**src/rtl/calc_sequencer_if.sv**
```systemverilog
// calc_sequencer_if: keypad, ALU and display signals of the calculator sequencer.
// master: the sequencer (consumes keys and ALU results, drives ALU launch and display).
// slave : the environment (keypad decoder, ALU datapath, display path).
interface calc_sequencer_if #(
    parameter int WIDTH = 16
);
    logic             key_valid;
    logic             key_is_digit;
    logic [3:0]       key_code;
    logic             alu_start;
    logic [WIDTH-1:0] alu_a;
    logic [WIDTH-1:0] alu_b;
    logic [1:0]       alu_op;
    logic             alu_done;
    logic [WIDTH-1:0] alu_result;
    logic             alu_err;
    logic [WIDTH-1:0] display_value;
    logic             result_valid;
    logic             error;
    logic             busy;
    modport master (
        input  key_valid, key_is_digit, key_code, alu_done, alu_result, alu_err,
        output alu_start, alu_a, alu_b, alu_op, display_value, result_valid, error, busy
    );
    modport slave (
        output key_valid, key_is_digit, key_code, alu_done, alu_result, alu_err,
        input  alu_start, alu_a, alu_b, alu_op, display_value, result_valid, error, busy
    );
endinterface

```
**src/rtl/calc_sequencer.sv**
```systemverilog
// calc_sequencer: keypad-driven operation sequencer for the calculator.
// Ports: clk, rst (sync, active-high), bus_io (calc_sequencer_if.master: keys in,
// ALU start/done handshake, display value, result pulse, error and busy levels).
module calc_sequencer #(
    parameter int WIDTH      = 16,
    parameter int MAX_DIGITS = 4
) (
    input  logic              clk,
    input  logic              rst,
    calc_sequencer_if.master  bus_io
);
    localparam int CW = $clog2(MAX_DIGITS + 1);
    typedef enum logic [2:0] {ENTER_A, ENTER_B, EXEC, WAIT, SHOW, ERR} state_t;
    state_t           state_q;
    logic [WIDTH-1:0] acc_a_q, acc_b_q, alu_a_q, alu_b_q, disp_q;
    logic [CW-1:0]    cnt_q;
    logic [1:0]       op_q, next_op_q, alu_op_q;
    logic             chain_q, alu_start_q, rv_q, err_q, busy_q;
    logic             is_dig, dig_ok, is_op, is_eq, is_clr;
    logic [WIDTH-1:0] acc_a_d, acc_b_d;
    assign is_dig  = bus_io.key_valid && bus_io.key_is_digit && bus_io.key_code <= 4'd9;
    assign dig_ok  = is_dig && cnt_q < CW'(MAX_DIGITS);
    assign is_op   = bus_io.key_valid && !bus_io.key_is_digit && bus_io.key_code < 4'd4;
    assign is_eq   = bus_io.key_valid && !bus_io.key_is_digit && bus_io.key_code == 4'd4;
    assign is_clr  = bus_io.key_valid && !bus_io.key_is_digit && bus_io.key_code == 4'd5;
    assign acc_a_d = acc_a_q * WIDTH'(10) + WIDTH'(bus_io.key_code);
    assign acc_b_d = acc_b_q * WIDTH'(10) + WIDTH'(bus_io.key_code);
    // CLR shares the reset path so it also wins over a coincident alu_done.
    always_ff @(posedge clk) begin
        if (rst || is_clr) begin
            state_q     <= ENTER_A;
            acc_a_q     <= '0;
            acc_b_q     <= '0;
            cnt_q       <= '0;
            op_q        <= '0;
            next_op_q   <= '0;
            chain_q     <= 1'b0;
            alu_start_q <= 1'b0;
            alu_a_q     <= '0;
            alu_b_q     <= '0;
            alu_op_q    <= '0;
            disp_q      <= '0;
            rv_q        <= 1'b0;
            err_q       <= 1'b0;
            busy_q      <= 1'b0;
        end else begin
            alu_start_q <= 1'b0;
            rv_q        <= 1'b0;
            case (state_q)
                ENTER_A: begin
                    if (dig_ok) begin
                        acc_a_q <= acc_a_d;
                        cnt_q   <= cnt_q + 1'b1;
                        disp_q  <= acc_a_d;
                    end else if (is_op) begin
                        op_q    <= bus_io.key_code[1:0];
                        acc_b_q <= '0;
                        cnt_q   <= '0;
                        state_q <= ENTER_B;
                    end
                end
                ENTER_B: begin
                    if (dig_ok) begin
                        acc_b_q <= acc_b_d;
                        cnt_q   <= cnt_q + 1'b1;
                        disp_q  <= acc_b_d;
                    end else if (is_op && cnt_q == '0) begin
                        op_q <= bus_io.key_code[1:0];
                    end else if ((is_op || is_eq) && cnt_q != '0) begin
                        // An operator here both launches the pending op and queues the next one.
                        chain_q     <= is_op;
                        next_op_q   <= bus_io.key_code[1:0];
                        alu_start_q <= 1'b1;
                        alu_a_q     <= acc_a_q;
                        alu_b_q     <= acc_b_q;
                        alu_op_q    <= op_q;
                        busy_q      <= 1'b1;
                        state_q     <= EXEC;
                    end
                end
                EXEC: state_q <= WAIT;
                WAIT: begin
                    if (bus_io.alu_done) begin
                        busy_q <= 1'b0;
                        if (bus_io.alu_err) begin
                            err_q   <= 1'b1;
                            disp_q  <= '0;
                            state_q <= ERR;
                        end else begin
                            acc_a_q <= bus_io.alu_result;
                            disp_q  <= bus_io.alu_result;
                            rv_q    <= 1'b1;
                            if (chain_q) begin
                                op_q    <= next_op_q;
                                acc_b_q <= '0;
                                cnt_q   <= '0;
                                state_q <= ENTER_B;
                            end else begin
                                state_q <= SHOW;
                            end
                        end
                    end
                end
                SHOW: begin
                    if (is_dig) begin
                        acc_a_q <= WIDTH'(bus_io.key_code);
                        cnt_q   <= CW'(1);
                        disp_q  <= WIDTH'(bus_io.key_code);
                        state_q <= ENTER_A;
                    end else if (is_op) begin
                        op_q    <= bus_io.key_code[1:0];
                        acc_b_q <= '0;
                        cnt_q   <= '0;
                        state_q <= ENTER_B;
                    end
                end
                default: ;
            endcase
        end
    end
    assign bus_io.alu_start     = alu_start_q;
    assign bus_io.alu_a         = alu_a_q;
    assign bus_io.alu_b         = alu_b_q;
    assign bus_io.alu_op        = alu_op_q;
    assign bus_io.display_value = disp_q;
    assign bus_io.result_valid  = rv_q;
    assign bus_io.error         = err_q;
    assign bus_io.busy          = busy_q;
endmodule
```
**src/flat_wrapper.sv**
```systemverilog
// flat-port wrapper written by rule: the top's interface ports become plain ports
module calc_sequencer_flat 
#(
    parameter int WIDTH      = 16,
    parameter int MAX_DIGITS = 4
)
  (clk, rst, bus_io_key_valid, bus_io_key_is_digit, bus_io_key_code, bus_io_alu_done, bus_io_alu_result, bus_io_alu_err, bus_io_alu_start, bus_io_alu_a, bus_io_alu_b, bus_io_alu_op, bus_io_display_value, bus_io_result_valid, bus_io_error, bus_io_busy);
  calc_sequencer_if #(.WIDTH(WIDTH)) bus_io_i ();
  input  logic clk;
  input  logic rst;
  input wire logic [$bits(bus_io_i.key_valid)-1:0] bus_io_key_valid;
  input wire logic [$bits(bus_io_i.key_is_digit)-1:0] bus_io_key_is_digit;
  input wire logic [$bits(bus_io_i.key_code)-1:0] bus_io_key_code;
  input wire logic [$bits(bus_io_i.alu_done)-1:0] bus_io_alu_done;
  input wire logic [$bits(bus_io_i.alu_result)-1:0] bus_io_alu_result;
  input wire logic [$bits(bus_io_i.alu_err)-1:0] bus_io_alu_err;
  output wire logic [$bits(bus_io_i.alu_start)-1:0] bus_io_alu_start;
  output wire logic [$bits(bus_io_i.alu_a)-1:0] bus_io_alu_a;
  output wire logic [$bits(bus_io_i.alu_b)-1:0] bus_io_alu_b;
  output wire logic [$bits(bus_io_i.alu_op)-1:0] bus_io_alu_op;
  output wire logic [$bits(bus_io_i.display_value)-1:0] bus_io_display_value;
  output wire logic [$bits(bus_io_i.result_valid)-1:0] bus_io_result_valid;
  output wire logic [$bits(bus_io_i.error)-1:0] bus_io_error;
  output wire logic [$bits(bus_io_i.busy)-1:0] bus_io_busy;
  assign bus_io_i.key_valid = bus_io_key_valid;
  assign bus_io_i.key_is_digit = bus_io_key_is_digit;
  assign bus_io_i.key_code = bus_io_key_code;
  assign bus_io_i.alu_done = bus_io_alu_done;
  assign bus_io_i.alu_result = bus_io_alu_result;
  assign bus_io_i.alu_err = bus_io_alu_err;
  assign bus_io_alu_start = bus_io_i.alu_start;
  assign bus_io_alu_a = bus_io_i.alu_a;
  assign bus_io_alu_b = bus_io_i.alu_b;
  assign bus_io_alu_op = bus_io_i.alu_op;
  assign bus_io_display_value = bus_io_i.display_value;
  assign bus_io_result_valid = bus_io_i.result_valid;
  assign bus_io_error = bus_io_i.error;
  assign bus_io_busy = bus_io_i.busy;
  calc_sequencer #(.WIDTH(WIDTH), .MAX_DIGITS(MAX_DIGITS)) u_core (.clk(clk), .rst(rst), .bus_io(bus_io_i));
endmodule
```
**config.mk**
```make
export PLATFORM = sky130hd
export DESIGN_NAME = calc_sequencer_flat
export DESIGN_NICKNAME = d
export VERILOG_FILES = /design/src/rtl/calc_sequencer_if.sv /design/src/rtl/calc_sequencer.sv /design/src/flat_wrapper.sv
export SDC_FILE = /design/constraint.sdc
export NUM_CORES = 1
export LEC_CHECK = 0
export ABC_AREA = 1
export BUFFER_PORTS_ARGS = -buffer_cell sky130_fd_sc_hd__buf_2
export CELL_PAD_IN_SITES_DETAIL_PLACEMENT = 1
export CELL_PAD_IN_SITES_GLOBAL_PLACEMENT = 1
export CORE_UTILIZATION = 42
export CTS_CLUSTER_SIZE = 30
export DETAILED_ROUTE_END_ITERATION = 10
export GPL_ROUTABILITY_DRIVEN = 0
export PLACE_DENSITY_LB_ADDON = 0.1
export SYNTH_ARGS = -nofsm -noshare
export SYNTH_HDL_FRONTEND = slang
export SYNTH_SLANG_ARGS = --single-unit
```
**constraint.sdc**
```tcl
create_clock -name clk -period 3 [get_ports clk]
set_input_delay 0.75 -clock clk [delete_from_list [all_inputs] [get_ports clk]]
set_output_delay 0.75 -clock clk [all_outputs]
set_load 0.01 [all_outputs]
```
* Word level (Yosys, flattened, before mapping)
Index checks and enable logic that the tools add are counted.
** Word-level totals
- Register bits after elaboration :: 97
- Bits of input ports :: 26
- Logic and storage cells :: 126
** Operators by class
- Add/subtract/negate cells :: 3
- $mul :: 2
- $lt $le $gt $ge :: 3
- Eq/ne operators :: 18
- Mux-type cells :: 50
- Bitwise operators :: 5
- Reduce and logical (&&, ||, !) cells :: 30
** Operator list (number)
- 2-to-1 mux 16 bit :: 13
- case mux 16 bit (4 select lines) :: 2
- 2-to-1 mux 3 bit :: 16
- case mux 16 bit (3 select lines) :: 1
- adder 16 x 4 -> 16 bit :: 2
- multiplier 16 x 3 -> 15 bit, second input constant :: 2
- AND reduction 5 bit :: 4
- 2-to-1 mux 2 bit :: 8
- case mux 3 bit (5 select lines) :: 1
- inequality test 2 x 1 -> 1 bit, second input constant :: 6
- inequality test 2 bit, second input constant :: 6
- case mux 3 bit (4 select lines) :: 1
- logical AND 1 bit :: 9
- equality test 4 x 3 -> 1 bit, second input constant :: 2
- case mux 2 bit (4 select lines) :: 1
- AND reduction 8 bit :: 1
- AND reduction 7 bit :: 1
- equality test 3 x 2 -> 1 bit, second input constant :: 2
- zero test 3 bit :: 2
- 2-to-1 mux 1 bit :: 6
- AND reduction 6 bit :: 1
- nonzero test 3 bit :: 2
- inverter 1 bit :: 5
- nonzero test 5 bit :: 1
- 15 further kinds :: 16

* Depth between registers and ports, before layout
Gate-level depths: netlist of run 1.
- Depth after elaboration :: 9
- Mapped depth :: 19
- Mapped depth without buffers :: 19

* Least setup slack after synthesis of run 1
No wires, ideal clock.
- Path type :: in2reg
- From :: input bus_io_key_code[1]
- To :: register u_core.disp_q[11], in the netlist u_core.bus_io.display_value[11]
- Arrival time :: 2.380 ns
- Slack :: 0.503 ns
- Cell stages on the path :: 13
- Buffers on the path :: 0
- Cells stage by stage :: ha_1 inv_1 fa_1 o21ai_1 and2_1 nand2_1 nor2_2 nand3_1 nor2_1 nand3b_1 nor2_1 nor2_1 nor2_1
** Between the ends
- Word-level cells in the longest chain between the ends :: 5
- Elaborated cells between the ends (all ways) :: 15
- Classes of those cells :: add/sub: 2; order compare: 1; eq/ne: 4; mux: 3; reduce/logical: 5
** Ends and longest elaborated chain
- from (decl) :: RTL line flat_wrapper.sv:13 : input wire logic [$bits(bus_io_i.key_code)-1:0] bus_io_key_code;
- branches (longest 5 deep; another with adder 16 x 4 -> 16 bit)
- to (signal assigned) :: RTL line calc_sequencer.sv:91 : disp_q <= bus_io.alu_result;
- to (signal assigned) :: RTL line calc_sequencer.sv:108 : disp_q <= WIDTH'(bus_io.key_code);
- to (decl) :: RTL line calc_sequencer.sv:15 : logic [WIDTH-1:0] acc_a_q, acc_b_q, alu_a_q, alu_b_q, disp_q;
Parallel ways; which one is timed is not known. The select of a mux whose other input is x is not followed.
A chain may end at the register's enable or synchronous reset.

* Worst setup path after layout of run 1
- From :: register u_core.acc_a_q[1]
- To :: register u_core.acc_a_q[12]
** Between the ends
- Word-level cells in the longest chain between the ends :: 4
** Ends and longest elaborated chain
- from (decl) :: RTL line calc_sequencer.sv:15
- from (signal assigned) :: RTL line calc_sequencer.sv:90 : acc_a_q <= bus_io.alu_result;
- from (signal assigned) :: RTL line calc_sequencer.sv:106 : acc_a_q <= WIDTH'(bus_io.key_code);
- multiplier 16 x 3 -> 15 bit :: RTL line calc_sequencer.sv:26 : assign acc_a_d = acc_a_q * WIDTH'(10) + WIDTH'(bus_io.key_code);
- adder 16 x 4 -> 16 bit :: RTL line calc_sequencer.sv:26
- 2-to-1 mux 16 bit :: RTL line calc_sequencer.sv:51 : if (dig_ok) begin
- case mux 16 bit (3 select lines) :: RTL line calc_sequencer.sv:49 : case (state_q)
No other way between the ends. The select of a mux whose other input is x is not followed.

==> results of run 1 <==
==> flip-flops by register name, summed over array words and instances, names as in the netlist <==
register and flops:
u_core.bus_io.error 1, u_core.bus_io.alu_b 16, u_core.acc_a_q 16, u_core.acc_b_q 16, u_core.bus_io.display_value 16, u_core.op_q 2
u_core.next_op_q 2, u_core.bus_io.busy 1, u_core.state_q 3, u_core.chain_q 1, u_core.bus_io.alu_start 1, u_core.bus_io.alu_a 16
u_core.bus_io.result_valid 1, u_core.bus_io.alu_op 2, u_core.cnt_q 3
==> kinds of logic (layout without fill, tap and decap cells) <==
group	after synthesis	after routing	share of synthesized area
flops	97	97	0.3000
xor+xnor	11	11	0.01604
fa+ha+maj	58	58	0.1167
buf+inv	138	232	0.08330
simple gates	436	436	0.3021
compound gates	218	218	0.1819
==> cells in the mapped netlist (2+ instances only) <==
master      n  share of area
inv_1      95          0.055
nor3_1      4         0.0031
nand3_2     5         0.0077
nor2_1    132          0.077
nand3b_1    5         0.0058
dfxtp_1    97           0.30
or2_2       3         0.0029
xor2_1      5         0.0068
o21a_1      2         0.0023
a21oi_2     3         0.0041
nand2_1   189           0.11
xnor2_1     5         0.0068
nor3_4      3         0.0075
a211oi_1    2         0.0023
buf_2       8         0.0062
ha_1       54           0.10
nand4_1    14          0.014
nor2_4      4         0.0070
a31oi_1    16          0.015
buf_4       3         0.0035
clkbuf_1   19          0.011
a21oi_1    75          0.058
inv_2      11         0.0064
a41oi_1     4         0.0054
o21ai_1     6         0.0046
fa_1        4          0.012
nand2_2     5         0.0048
nor2_2     12          0.012
o21ai_0   104          0.080
nand3_1    53          0.041
==> worst paths after layout <==
check / endpoint / slack, ns / cells after the start
worst max-delay path: u_core.acc_a_q[12] / 0.17 / 16
worst min-delay path: u_core.bus_io.error / 0.49 / 2
worst max register to register: u_core.acc_a_q[12] / 0.17 / 16
worst min register to register: u_core.bus_io.error / 0.49 / 2
==> metal layers <==
layer | routed length, um | part of all wire | GRT usage
met4 | 197 | 0.0092 | 0.06378
met1 | 10040 | 0.47 | 0.3670
met5 | 0 | 0 | 0
met2 | 10460 | 0.49 | 0.4937
met3 | 782 | 0.036 | 0.03271
==> power groups by stage <==
stage | registers (W) | clock network [W] | logic [W]
final | 0.00180 | 0.00113 | 0.00344
after CTS | 0.00180 | 0.00116 | 0.00343
after global placement | 0.00182 | 0 | 0.00332
after global routing | 0.00183 | 0.00121 | 0.00388
after floorplan | 0.00175 | 0 | 0.00237
after detailed placement | 0.00182 | 0 | 0.00339
==> cells in the final DEF (no fill, tap or decap), types with 5 or more instances in the layout <==
master and n:
nand2_1 188, nor2_1 131, o21ai_0 104, dfxtp_1 97
inv_1 95, buf_2 79, a21oi_1 74, ha_1 54
nand3_1 52, buf_4 30, a31oi_1 16, nand4_1 14
nor2_2 13, inv_2 11, clkbuf_16 9, nand2_2 6
nand3_2 6, o21ai_1 6, xor2_1 5, nand3b_1 5
xnor2_1 5
==> stage by stage <==
stage / power, W / hold WS [ns] / setup slack (ns)
after floorplan: 0.004123 / 0.4496 / 0.5033
after global placement: 0.005140 / 0.4674 / 0.1953
after detailed placement: 0.005210 / 0.4717 / 0.1260
after CTS: 0.006389 / 0.4850 / 0.1692
after global routing: 0.006919 / 0.5052 / 0.002080
final: 0.006372 / 0.4852 / 0.1684
==> worst min-delay path, delay by kind of cell (launching register included) <==
kind / cells / cell delay [ns]
AOI/OAI and AO/OA: 1 / 0.05
and+or+nand+nor: 1 / 0.08
DFF: 1 / 0.32
==> final cells by class <==
class | count | area (sq um) | area share
timing repair buffer | 109 | 620.6 | 0.08276
sequential | 97 | 1942 | 0.2590
multi-input combinational | 723 | 4018 | 0.5358
clock inverter | 5 | 38.79 | 0.005173
clock buffer | 11 | 242.7 | 0.03237
tap | 188 | 235.2 | 0.03137
inverter | 107 | 401.6 | 0.05356
==> timing repair <==
| action | CTS | global route |
|---|---|---|
| resized for setup | 0 | 5 |
| hold buffers | 0 | 0 |
| endpoints found under the hold margin | 0 | 0 |
| setup endpoints to repair | 0 | 5 |
==> results.sh, run 1 <==
export IMPL_drc=0
export IMPL_async_reset_ff_frac=0
export IMPL_ys_ff_latch=97
export IMPL_yosys_warnings=0
export IMPL_rsz0062_at_grt="false"
export IMPL_path_cells="ha_1 -> ha_1 -> inv_1 -> fa_1 -> inv_1 -> nand3_1 -> nand2_1 -> or2_2 -> nand2_1 -> inv_1 -> nand3_2 -> nor2_4 -> nand2_2 -> xor2_2 -> nor2_1 -> o21a_1"
export IMPL_p_leak_nw=3.863
export IMPL_cts_tree="done"
export IMPL_netlist_area_sq_um=6474
export IMPL_wl_per_cell_um=17.31
export IMPL_peakVddDrop_uv=369.2
export IMPL_slew_violations=0
export IMPL_place_area_sq_um=7201
export IMPL_synth_avg_cell_area_sq_um=6.758
export IMPL_dpl_cell_count=1224
export IMPL_p_per_area_nw_per_um2=849.7
export IMPL_p_seq_frac=0.282
export IMPL_viasPerCell=5.412
export IMPL_drive_gt1_frac=0.1730
export IMPL_cp_slowest_cell="fa_1"
export IMPL_root_buffer="clkbuf_16"
export IMPL_min_period_over_period=0.9439
export IMPL_first_iter_violations=365
export IMPL_antenna_found_initial=0
export IMPL_status="complete, no violations"
export IMPL_slew_headroom=0.5532
export IMPL_synth_cell_types=46
export IMPL_pin_count=80
export IMPL_cp_max_fo=4
export IMPL_required_ns=3.24
export IMPL_clock_path_buffers=2
export IMPL_r2r_start="u_core.acc_a_q[1]"
export IMPL_synth_nets=1042
export IMPL_hold_start="u_core.bus_io.error"
export IMPL_first_pass_iters=4
export IMPL_row_count=45
export IMPL_startpoint_type="register"
export IMPL_endpoint_kind="register"
export IMPL_fin_skew_ns=0.009330
export IMPL_seq_area_frac_synth=0.3000
export IMPL_design_core_area_sq_um=15150
export IMPL_post_cts_setup_buffers=0
export IMPL_grt_pass1_wl_um=35190
export IMPL_track_usage=0.2809
export IMPL_critPathMaxStageDelay_ns=0.42
export IMPL_min_period_ns=2.832
export IMPL_clk_latency_ns=0.35
export IMPL_dieArea_sq_um=15910
export IMPL_dp_hpwl_um=16880
export IMPL_ys_flop_type="dfxtp_1"
export IMPL_crit_type="reg2reg"
export IMPL_finalSetupViolCount=0
export IMPL_synth_edff_count=0
export IMPL_fin_tns_setup_ns=0
export IMPL_hold_path_class="reg2reg"
export IMPL_io_buffers=79
export IMPL_grt_pass1_vias=6718
export IMPL_crit_arrival_ns=3.08
export IMPL_swShare=0.4787
export IMPL_cp_num_buf_inv=3
export IMPL_totalWireLength_um=21470
export IMPL_internal_power_w=0.003322
export IMPL_h_tree_depth=3
export IMPL_num_antenna_cells=0
export IMPL_fp_dieH_um=126.2
export IMPL_grt_overflow=0
export IMPL_switching_power_w=0.003050
export IMPL_grt_max_degree=57
export IMPL_nNetsFinal=1131
export IMPL_nFillCells=2057
export IMPL_hold_viol=0
export IMPL_final_util=0.4951
export IMPL_cts_buffers=9
export IMPL_fmaxAchievable_mhz=353.2
export IMPL_area_growth_pct=15.83
export IMPL_antenna_left=0
export IMPL_synth_cells=958
export IMPL_pwr_share_clk=0.177
export IMPL_postLayoutCellArea_sq_um=7498
export IMPL_clk_pin_slew_ns=0.07
export IMPL_initial_core_util=0.4274
export IMPL_final_cells=1240
export IMPL_vias=6711
export IMPL_cap_violations=0
export IMPL_cts_sinks=97
export IMPL_combPwrFrac=0.540
export IMPL_crit_family="adder cells"
export IMPL_die_x_um=126.2
export IMPL_tightest_slew_ns=0.6692
export IMPL_path_common_cell="inv_1"
export IMPL_startpoint="u_core.acc_a_q[1]"
No activity file was read; power rests on OpenSTA's default activity.
==> inputs of run 2 (changes only) <==
BUFFER_PORTS_ARGS = default   (was -buffer_cell sky130_fd_sc_hd__buf_2)
CORE_UTILIZATION = 45   (was 42)
DONT_BUFFER_PORTS = 1   (was default)
==> results.sh, run 2 (synthesis results as in run 1) <==
export IMPL_first_iter_violations=418
export IMPL_switching_power_w=0.003128
export IMPL_nFillCells=1854
export IMPL_pin_count=80
export IMPL_p_leak_nw=3.417
export IMPL_first_pass_iters=5
export IMPL_status="complete, no violations"
export IMPL_fp_dieH_um=121.9
export IMPL_io_buffers=0
export IMPL_fin_skew_ns=0.009590
export IMPL_cts_sinks=97
export IMPL_viasPerCell=5.778
export IMPL_p_per_area_nw_per_um2=916.4
export IMPL_pre_cts_slack_ns=0.1828
export IMPL_endpoint_kind="register"
export IMPL_antenna_left=0
export IMPL_totalWireLength_um=22210
export IMPL_crit_arrival_ns=3.10
export IMPL_crit_cells=14
export IMPL_fmaxAchievable_mhz=357.3
export IMPL_initial_core_util=0.4646
export IMPL_combPwrFrac=0.516
export IMPL_dpl_cell_count=1123
export IMPL_finalSetupViolCount=0
export IMPL_place_area_sq_um=6703
export IMPL_fin_tns_setup_ns=0
export IMPL_slew_headroom=0.5402
export IMPL_grt_pass1_vias=6777
export IMPL_slew_violations=0
export IMPL_final_cell_mix="nand2_1 (188), nor2_1 (130), o21ai_0 (103), dfxtp_1 (96), inv_1 (95)"
export IMPL_root_buffer="clkbuf_16"
export IMPL_area_growth_pct=8.504
export IMPL_min_period_ns=2.799
export IMPL_path_cells="ha_1 -> ha_1 -> nand2_1 -> nor2_1 -> nand3_1 -> nand4_1 -> nand2_1 -> nor2_1 -> nand3_1 -> nand2_1 -> nand3_2 -> nand2_1 -> nand3_2 -> a21oi_2"
export IMPL_cts_buffers=9
export IMPL_r2r_start="u_core.acc_b_q[10]"
export IMPL_final_util=0.5041
export IMPL_path_common_cell="nand2_1"
export IMPL_die_x_um=121.9
export IMPL_clk_pin_slew_ns=0.08
export IMPL_grt_overflow=0
export IMPL_worstRegToRegCells=14
export IMPL_required_ns=3.30
export IMPL_post_cts_setup_buffers=0
export IMPL_final_common_cell="nand2_1"
export IMPL_pwr_share_clk=0.195
export IMPL_dieArea_sq_um=14870
export IMPL_hold_path_depth=1
export IMPL_critPathMaxStageDelay_ns=0.47
export IMPL_postLayoutCellArea_sq_um=7024
export IMPL_dp_hpwl_um=17370
export IMPL_swShare=0.4858
export IMPL_startpoint_type="register"
export IMPL_cp_num_buf_inv=0
export IMPL_crit_family="simple AND/OR/NAND/NOR gates"
export IMPL_design_core_area_sq_um=13930
export IMPL_layout_setup_ws_ns=0.2009
export IMPL_vias=6587
export IMPL_clock_path_buffers=2
export IMPL_peakVddDrop_uv=621.4
export IMPL_clk_latency_ns=0.36
export IMPL_final_cells=1140
export IMPL_cp_max_fo=6
export IMPL_track_usage=0.3099
export IMPL_min_period_over_period=0.9330
export IMPL_drive_gt1_frac=0.09385
export IMPL_h_tree_depth=3
export IMPL_tightest_slew_ns=0.6887
export IMPL_row_count=43
export IMPL_cts_tree="done"
export IMPL_cap_violations=0
export IMPL_grt_max_degree=35
export IMPL_nNetsFinal=1038
export IMPL_cp_slowest_cell="dfxtp_1"
export IMPL_wl_per_cell_um=19.49
export IMPL_hold_viol=0
export IMPL_grt_pass1_wl_um=35020
export IMPL_drc=0
export IMPL_internal_power_w=0.003310
export IMPL_regArea_sq_um=1943
export IMPL_p_seq_frac=0.289
export IMPL_hold_path_class="in2reg"
export IMPL_antenna_found_initial=1
export IMPL_startpoint="u_core.acc_b_q[10]"
export IMPL_hold_start="bus_io_alu_err"
export IMPL_multi_input_area_sq_um=4010
export IMPL_crit_type="reg2reg"
-- run 2: repair_timing --
action                     4_1_cts  5_1_grt
resized for setup                0        6
setup endpoints to repair        0        6
hold buffers                     0        0
-- run 2: metrics by stage --
stage / hold slack (ns) / total power, W
final: 0.4530 / 0.006437
after global routing: 0.4430 / 0.006891
after CTS: 0.4534 / 0.006407
after detailed placement: 0.4695 / 0.005124
after global placement: 0.4596 / 0.004961
after floorplan: 0.4496 / 0.004123
-- run 2: worst register-to-register path, delay by kind of cell, from the launching register on --
| family | cells | cell delay (ns) |
|---|---|---|
| AO/OA/AOI/OAI | 1 | 0.11 |
| adder cells (fa/ha/maj) | 2 | 0.70 |
| flip-flops | 1 | 0.47 |
| AND/OR/NAND/NOR | 11 | 1.45 |
-- run 2: power by group through the flow --
stage	sequential, W	clock, W	combinational, W
floorplan	0.00175	0	0.00237
global placement	0.00187	0	0.00309
detailed placement	0.00188	0	0.00324
CTS	0.00186	0.00127	0.00328
global route	0.00189	0.00131	0.00369
finish	0.00186	0.00126	0.00332
-- run 2: final timing paths --
check	to	slack [ns]
worst min-delay path	u_core.bus_io.result_valid	0.45
worst max register to register	u_core.bus_io.display_value[15]	0.20
worst max-delay path	u_core.bus_io.display_value[15]	0.20
worst min register to register	u_core.op_q[0]	0.49
-- run 2: final cells by class --
cell class | instances | area share
Clock buffer | 9 | 0.03206
Inverter | 107 | 0.05718
Sequential cell | 97 | 0.2766
Timing Repair Buffer | 16 | 0.01888
Antenna cell | 1 | 0.0003563
Tap cell | 180 | 0.03206
Multi-Input combinational cell | 723 | 0.5709
Clock inverter | 7 | 0.01193
-- run 2: per-layer routing --
layer	up-vias	global-route usage	share of wire
li1	3172	-	-
met1	3190	0.3590	0.42
met2	173	0.5487	0.50
met3	52	0.07069	0.057
met4	0	0.1204	0.029
met5	-	0	0
